--- config.mk ---
export PLATFORM = sky130hd
export DESIGN_NAME = order_tx_encoder_flat
export DESIGN_NICKNAME = d
export VERILOG_FILES = /design/src/rtl/order_tx_encoder_pkg.sv /design/src/rtl/order_tx_encoder_if.sv /design/src/rtl/order_tx_encoder.sv /design/src/flat_wrapper.sv
export SDC_FILE = /design/constraint.sdc
export NUM_CORES = 1
export LEC_CHECK = 0
export BUFFER_PORTS_ARGS = -buffer_cell sky130_fd_sc_hd__clkbuf_2
export CORE_MARGIN = 5
export CORE_UTILIZATION = 56
export DETAILED_ROUTE_END_ITERATION = 7
export GPL_TIMING_DRIVEN = 0
export PLACE_DENSITY = 0.81
export SLEW_MARGIN = 20
export SYNTH_ARGS = -nofsm -noshare
export SYNTH_HDL_FRONTEND = slang
export SYNTH_SLANG_ARGS = --single-unit
--- constraint.sdc ---
create_clock -name clk -period 2.5 [get_ports clk]
set_input_delay 0 -clock clk [delete_from_list [all_inputs] [get_ports clk]]
set_output_delay 0 -clock clk [all_outputs]
set_load 0.01 [all_outputs]
--- src/rtl/order_tx_encoder_pkg.sv ---
// Shared state type, header field layout and header
// builder for the order-entry transmit encoder.
package order_tx_pkg;

  typedef enum logic [2:0] {
    IDLE,
    HDR,
    PRICE,
    QTY,
    CSUM,
    GAP
  } state_e;

  localparam int FRAME_BEATS = 4;
  localparam int MAGIC_LSB   = 48;
  localparam int ID_LSB      = 32;
  localparam int SEQ_LSB     = 8;
  localparam int SIDE_BIT    = 0;
  localparam int SEQ_W       = 24;

  localparam logic [15:0] MAGIC_DEF = 16'hA55A;

  function automatic logic [63:0] mk_hdr(
    input logic [15:0]      magic,
    input logic [15:0]      id,
    input logic [SEQ_W-1:0] seq,
    input logic             side
  );
    logic [63:0] h;
    h = '0;
    h[MAGIC_LSB +: 16]  = magic;
    h[ID_LSB +: 16]     = id;
    h[SEQ_LSB +: SEQ_W] = seq;
    h[SIDE_BIT]         = side;
    return h;
  endfunction

endpackage

--- src/rtl/order_tx_encoder_if.sv ---
// Order request and frame transmit bundle.
// master = encoder view, slave = strategy/MAC view.
interface order_tx_encoder_if;
  import order_tx_pkg::*;

  logic [63:0]      ord_price;
  logic [63:0]      ord_qty;
  logic             ord_side;
  logic [15:0]      ord_id;
  logic             ord_valid;
  logic             ord_ready;
  logic             ord_reject;
  logic [63:0]      tx_data;
  logic             tx_valid;
  logic             tx_last;
  logic             tx_ready;
  logic [SEQ_W-1:0] tx_seq;

  modport master (
    input  ord_price, ord_qty, ord_side,
    input  ord_id, ord_valid, tx_ready,
    output ord_ready, ord_reject,
    output tx_data, tx_valid, tx_last, tx_seq
  );

  modport slave (
    output ord_price, ord_qty, ord_side,
    output ord_id, ord_valid, tx_ready,
    input  ord_ready, ord_reject,
    input  tx_data, tx_valid, tx_last, tx_seq
  );

endinterface

--- src/rtl/order_tx_encoder.sv ---
// Serialises accepted orders into 4-beat frames with
// a wrapping sequence stamp and a forced idle gap.
module order_tx_encoder
  import order_tx_pkg::*;
#(
  parameter logic [15:0] MAGIC      = MAGIC_DEF,
  parameter int unsigned GAP_CYCLES = 4
) (
  input  logic                clk,
  input  logic                rst_n,
  order_tx_encoder_if.master  bus
);

  localparam int GW =
    (GAP_CYCLES > 2) ? $clog2(GAP_CYCLES) : 1;
  localparam logic [GW-1:0] GAP_LOAD =
    (GAP_CYCLES > 0) ? GW'(GAP_CYCLES - 1) : '0;

  state_e           state_q, state_d;
  logic [63:0]      price_q, price_d;
  logic [63:0]      qty_q, qty_d;
  logic             side_q, side_d;
  logic [15:0]      id_q, id_d;
  logic [SEQ_W-1:0] seq_q, seq_d;
  logic [GW-1:0]    gap_q, gap_d;
  logic [63:0]      data_q, data_d;
  logic             last_q, last_d;
  logic             rej_q, rej_d;

  always_ff @(posedge clk or negedge rst_n) begin
    if (!rst_n) begin
      state_q <= IDLE;
      price_q <= '0;
      qty_q   <= '0;
      side_q  <= 1'b0;
      id_q    <= '0;
      seq_q   <= '0;
      gap_q   <= '0;
      data_q  <= '0;
      last_q  <= 1'b0;
      rej_q   <= 1'b0;
    end else begin
      state_q <= state_d;
      price_q <= price_d;
      qty_q   <= qty_d;
      side_q  <= side_d;
      id_q    <= id_d;
      seq_q   <= seq_d;
      gap_q   <= gap_d;
      data_q  <= data_d;
      last_q  <= last_d;
      rej_q   <= rej_d;
    end
  end

  always_comb begin
    state_d = state_q;
    price_d = price_q;
    qty_d   = qty_q;
    side_d  = side_q;
    id_d    = id_q;
    seq_d   = seq_q;
    gap_d   = gap_q;
    data_d  = data_q;
    last_d  = last_q;
    rej_d   = 1'b0;
    case (state_q)
      IDLE: begin
        if (bus.ord_valid) begin
          price_d = bus.ord_price;
          qty_d   = bus.ord_qty;
          side_d  = bus.ord_side;
          id_d    = bus.ord_id;
          if (bus.ord_qty != '0) begin
            state_d = HDR;
            last_d  = 1'b0;
            data_d  = mk_hdr(MAGIC, bus.ord_id,
                             seq_q, bus.ord_side);
          end else begin
            rej_d = 1'b1;
          end
        end
      end
      HDR: begin
        if (bus.tx_ready) begin
          state_d = PRICE;
          data_d  = price_q;
        end
      end
      PRICE: begin
        if (bus.tx_ready) begin
          state_d = QTY;
          data_d  = qty_q;
        end
      end
      QTY: begin
        if (bus.tx_ready) begin
          state_d = CSUM;
          last_d  = 1'b1;
          data_d  = mk_hdr(MAGIC, id_q, seq_q, side_q)
                    ^ price_q ^ qty_q;
        end
      end
      CSUM: begin
        if (bus.tx_ready) begin
          seq_d   = seq_q + SEQ_W'(1);
          last_d  = 1'b0;
          gap_d   = GAP_LOAD;
          state_d = (GAP_CYCLES == 0) ? IDLE : GAP;
        end
      end
      GAP: begin
        if (gap_q == '0) state_d = IDLE;
        else             gap_d   = gap_q - GW'(1);
      end
      default: state_d = IDLE;
    endcase
  end

  // valid/ready come straight off the state register
  assign bus.ord_ready  = (state_q == IDLE);
  assign bus.ord_reject = rej_q;
  assign bus.tx_valid   = (state_q == HDR)   ||
                          (state_q == PRICE) ||
                          (state_q == QTY)   ||
                          (state_q == CSUM);
  assign bus.tx_data    = data_q;
  assign bus.tx_last    = last_q;
  assign bus.tx_seq     = seq_q;

endmodule

--- src/flat_wrapper.sv ---
// flat-port wrapper written by rule: the top's interface ports become plain ports
module order_tx_encoder_flat import order_tx_pkg::*;
#(
  parameter logic [15:0] MAGIC      = MAGIC_DEF,
  parameter int unsigned GAP_CYCLES = 4
)
  (clk, rst_n, bus_ord_price, bus_ord_qty, bus_ord_side, bus_ord_id, bus_ord_valid, bus_tx_ready, bus_ord_ready, bus_ord_reject, bus_tx_data, bus_tx_valid, bus_tx_last, bus_tx_seq);
  order_tx_encoder_if bus_i ();
  input  logic clk;
  input  logic rst_n;
  input wire logic [$bits(bus_i.ord_price)-1:0] bus_ord_price;
  input wire logic [$bits(bus_i.ord_qty)-1:0] bus_ord_qty;
  input wire logic [$bits(bus_i.ord_side)-1:0] bus_ord_side;
  input wire logic [$bits(bus_i.ord_id)-1:0] bus_ord_id;
  input wire logic [$bits(bus_i.ord_valid)-1:0] bus_ord_valid;
  input wire logic [$bits(bus_i.tx_ready)-1:0] bus_tx_ready;
  output wire logic [$bits(bus_i.ord_ready)-1:0] bus_ord_ready;
  output wire logic [$bits(bus_i.ord_reject)-1:0] bus_ord_reject;
  output wire logic [$bits(bus_i.tx_data)-1:0] bus_tx_data;
  output wire logic [$bits(bus_i.tx_valid)-1:0] bus_tx_valid;
  output wire logic [$bits(bus_i.tx_last)-1:0] bus_tx_last;
  output wire logic [$bits(bus_i.tx_seq)-1:0] bus_tx_seq;
  assign bus_i.ord_price = bus_ord_price;
  assign bus_i.ord_qty = bus_ord_qty;
  assign bus_i.ord_side = bus_ord_side;
  assign bus_i.ord_id = bus_ord_id;
  assign bus_i.ord_valid = bus_ord_valid;
  assign bus_i.tx_ready = bus_tx_ready;
  assign bus_ord_ready = bus_i.ord_ready;
  assign bus_ord_reject = bus_i.ord_reject;
  assign bus_tx_data = bus_i.tx_data;
  assign bus_tx_valid = bus_i.tx_valid;
  assign bus_tx_last = bus_i.tx_last;
  assign bus_tx_seq = bus_i.tx_seq;
  order_tx_encoder #(.MAGIC(MAGIC), .GAP_CYCLES(GAP_CYCLES)) u_core (.clk(clk), .rst_n(rst_n), .bus(bus_i));
endmodule
==> run_results.csv <==
group,metric,value,unit
yosys,synth_mux_area_share,17.2,%
die,ioPinCount,241,
die,fp.dieH,159,um
yosys,yosys.area_share.simple,10.1,%
placed_design,port_buffers,239,
drt,avgViaCountPerCell,6.26,
clocking,cts_setup_buffers,0,
cells_and_area,area_growth,32.2,%
clocking,cts_buffers,26,
yosys,synthTopCellsByCount,"240 x dfrtp_1, 85 x nand2_1, 70 x mux2_2",
drt,final_antenna_net_count,0,
power,peakVddDrop,813,uV
drt,wl,42900,um
yosys,synth_most_common_cell,"dfrtp_1",
die,coreArea,21800,um2
sta,drv_slew,0,
worst_setup_path,cp_top_family,"buffers and inverters",
clocking,path_clk_slew,0.07,ns
yosys,synth_top_area_share,48.4,%
yosys,ys.flop_type,"dfrtp_1",
drt,drtIter0Drc,1404,
drt,vias,11526,
yosys,synth-seq-area-share,48.4,%
cells_and_area,layout-drive-gt1-share,29.2,%
yosys,yosysUniqueCellTypes,47,
yosys,postSynthCellCount,1121,
worst_setup_path,worst-path-buf-inv,4,
placed_design,placed_area,14100,um2
cells_and_area,fin_area,16400,um2
clocking,htree_levels,1,
cells_and_area,fin_nets,1690,
clocking,cts-root-buf,"clkbuf_16",
worst_hold_path,hp-class,"input pin to asynchronous set/reset pin",
placed_design,gp_congestion,0.892,
sta,slew_headroom,26.9,%
worst_setup_path,cp_slowest_cell,"buf_1",
sta,worst_pin_slew,1.09,ns
yosys,synthAdderAreaFrac,0.202,%
sta,min_period,2.43,ns
yosys,synth_compound_gate_area_share,15.6,%
yosys,synth_area,12400,um2
clocking,cts_tree,"yes",
sta,fin_skew,0.0314,ns
power,power.density,1330,nW/um2
die,rows,54,
worst_setup_path,required,2.93,ns
drt,first_pass_iters,6,
clocking,cts_sinks,240,
grt,grt_max_degree,77,
yosys,synth_top_area_cell,"dfrtp_1",
die,die_area,25300,um2
drt,routedWlPerCell,23.3,um
worst_setup_path,cp_num_cells,7,
sta,rsz0062_at_grt,"no",
placed_design,dp_hpwl,26900,um
sta,finalSetupViolations,0,
clocking,clock_path_buffers,3,
worst_setup_path,start_kind,"flip-flop",
yosys,synth-seq-cells,240,
worst_setup_path,regToRegSetupSlack,0.07,ns
sta,post-route-period-util,97.3,%
worst_setup_path,arrival,2.86,ns
worst_setup_path,path_class,"flip-flop to flip-flop",
yosys,syn-num-nets,1272,
yosys,synth_edf_count,0,
sta,max_freq,411,MHz
die,start_util,56.9,%
yosys,synth-warning-count,0,
grt,grtUsageTotal,32.8,%
worst_setup_path,reg2reg_depth,7,
worst_setup_path,worstSetupEndpointType,"flip-flop",
worst_setup_path,critPathMaxStageDelay,0.58,ns
power,p_leak,0.00732,uW
worst_setup_path,cp_max_fo,10,
job,drv_cap,0,
sta,tns,0,ns
yosys,async_reset_ff_share,100,%
cells_and_area,utilization,75.2,%
grt,grt_overflow,0,
yosys,syn_avg_cell_area,11.1,um2
die,die_width,159,um
sta,hold_violations,0,
grt,antenna_found_initial,5,
yosys,yosys-top-cells-area,"dfrtp_1 48%, mux2_4 7.3%, mux2_2 6.3%, mux2_1 3.4%, o32ai_1 2.9%",
yosys,synth_top_family_by_area,"multiplexers",
run_status,status,"finished clean",
clocking,clock_latency,0.56,ns
worst_setup_path,cp_cell_sequence,"buf_6, inv_2, clkbuf_1, buf_1, nor2_1, xnor2_1, mux2_1",
grt,grt_pass1_wl,67200,um
grt,first_global_vias,12104,
yosys,synth-xor-area-share,3.39,%
drt,route.detailed.drc,0,
==> cell type report <==
class                           instances  area (um2)
Antenna cell                            5        12.5
Buffer                                 78         395
Clock buffer                           38         746
Clock inverter                          7        71.3
Fill cell                            1380        5410
Inverter                               68         255
Multi-Input combinational cell        734        5780
Sequential cell                       240        6010
Tap cell                              280         350
Timing Repair Buffer                  391        2800
==> state kept, by name, indices dropped and copies added (netlist names) <==
name                   cells
u_core.state_q             3
u_core.bus.ord_reject      1
u_core.bus.tx_data        64
u_core.gap_q               2
u_core.price_q            64
u_core.side_q              1
u_core.id_q               16
u_core.qty_q              64
u_core.bus.tx_last         1
u_core.bus.tx_seq         24
==> layer usage <==
layer / up-vias / track usage, % / wire [um]
met5: - / 0 / 0
met4: 0 / 18.1 / 2770
met1: 5522 / 40.9 / 16100
li1: 4961 / - / -
met2: 811 / 52.3 / 19900
met3: 232 / 8.32 / 4130
==> through the flow <==
step                      std cells  hold WS, ns  power [uW]  setup slack, ns
after CTS                      1836       0.0589       21200           0.0136
after global routing           1841       0.0998       22800          0.00828
final                          1841       0.0617       21800           0.0674
after floorplan                1121       -0.296       14200            0.429
after detailed placement       1643      -0.0217       17200           -0.188
after global placement         1640        0.216       16700            -3.39
==> power breakdown <==
group	switching, uW	internal, uW
registers	1530	5700
clock network	1640	2160
logic	5600	5160
total	8760	13000
==> layout by cell type (no fill, tap or decap), types with 23 or more instances in the layout <==
cell,synthesis,routed
dfrtp_1,240,240
clkbuf_16,0,26
dlygate4sd3_1,0,148
o32ai_1,41,41
o21ai_0,62,62
nand3_1,25,25
clkbuf_2,0,248
xnor2_1,32,32
nor2_1,24,23
clkbuf_1,46,43
a221oi_1,24,24
mux2_1,38,38
mux2_2,70,70
o22ai_1,25,25
inv_1,67,67
nand2_1,85,85
a21oi_1,28,28
a2bb2oi_1,24,24
mux2_4,60,60
a31oi_1,24,24
nor3b_1,24,24
==> repair_timing <==
| item | 4_1_cts | 5_1_grt |
|---|---|---|
| endpoints found under the setup margin | 28 | 45 |
| hold buffers | 149 | 0 |
| gates resized for setup | 5 | 15 |
| hold endpoints to repair | 315 | 0 |
| gates cloned | 0 | 0 |
==> kinds of logic (layout without fill, tap and decap cells) <==
logic type,Yosys count,count (layout)
compound gates,284,284
xor+xnor,48,48
buf+inv,147,582
fa+ha+maj,2,2
simple gates,230,230
flops,240,240
mux,170,170
other cells,0,5
==> worst reg2reg max path, stage by stage, from the launching register on <==
cell      delay [ns]
dfrtp_1         0.38
buf_6           0.14
inv_2           0.15
clkbuf_1        0.44
buf_1           0.58
nor2_1          0.14
xnor2_1         0.17
mux2_1          0.31
==> final timing paths <==
path                                                startpoint                                  to
worst max-delay path             u_core.state_q[0]$_DFFE_PN0P_  u_core.bus.tx_data[63]$_DFFE_PN0P_
worst max register to register   u_core.state_q[0]$_DFFE_PN0P_  u_core.bus.tx_data[63]$_DFFE_PN0P_
worst min-delay path                                     rst_n       u_core.state_q[0]$_DFFE_PN0P_
min in group clk                              bus_ord_price[1]       u_core.price_q[1]$_DFFE_PN0P_
max in group asynchronous                                rst_n  u_core.bus.tx_data[63]$_DFFE_PN0P_
worst min register to register  u_core.bus.tx_last$_DFFE_PN0P_      u_core.bus.tx_last$_DFFE_PN0P_
Note: power is estimated with default switching activity, not from simulation.
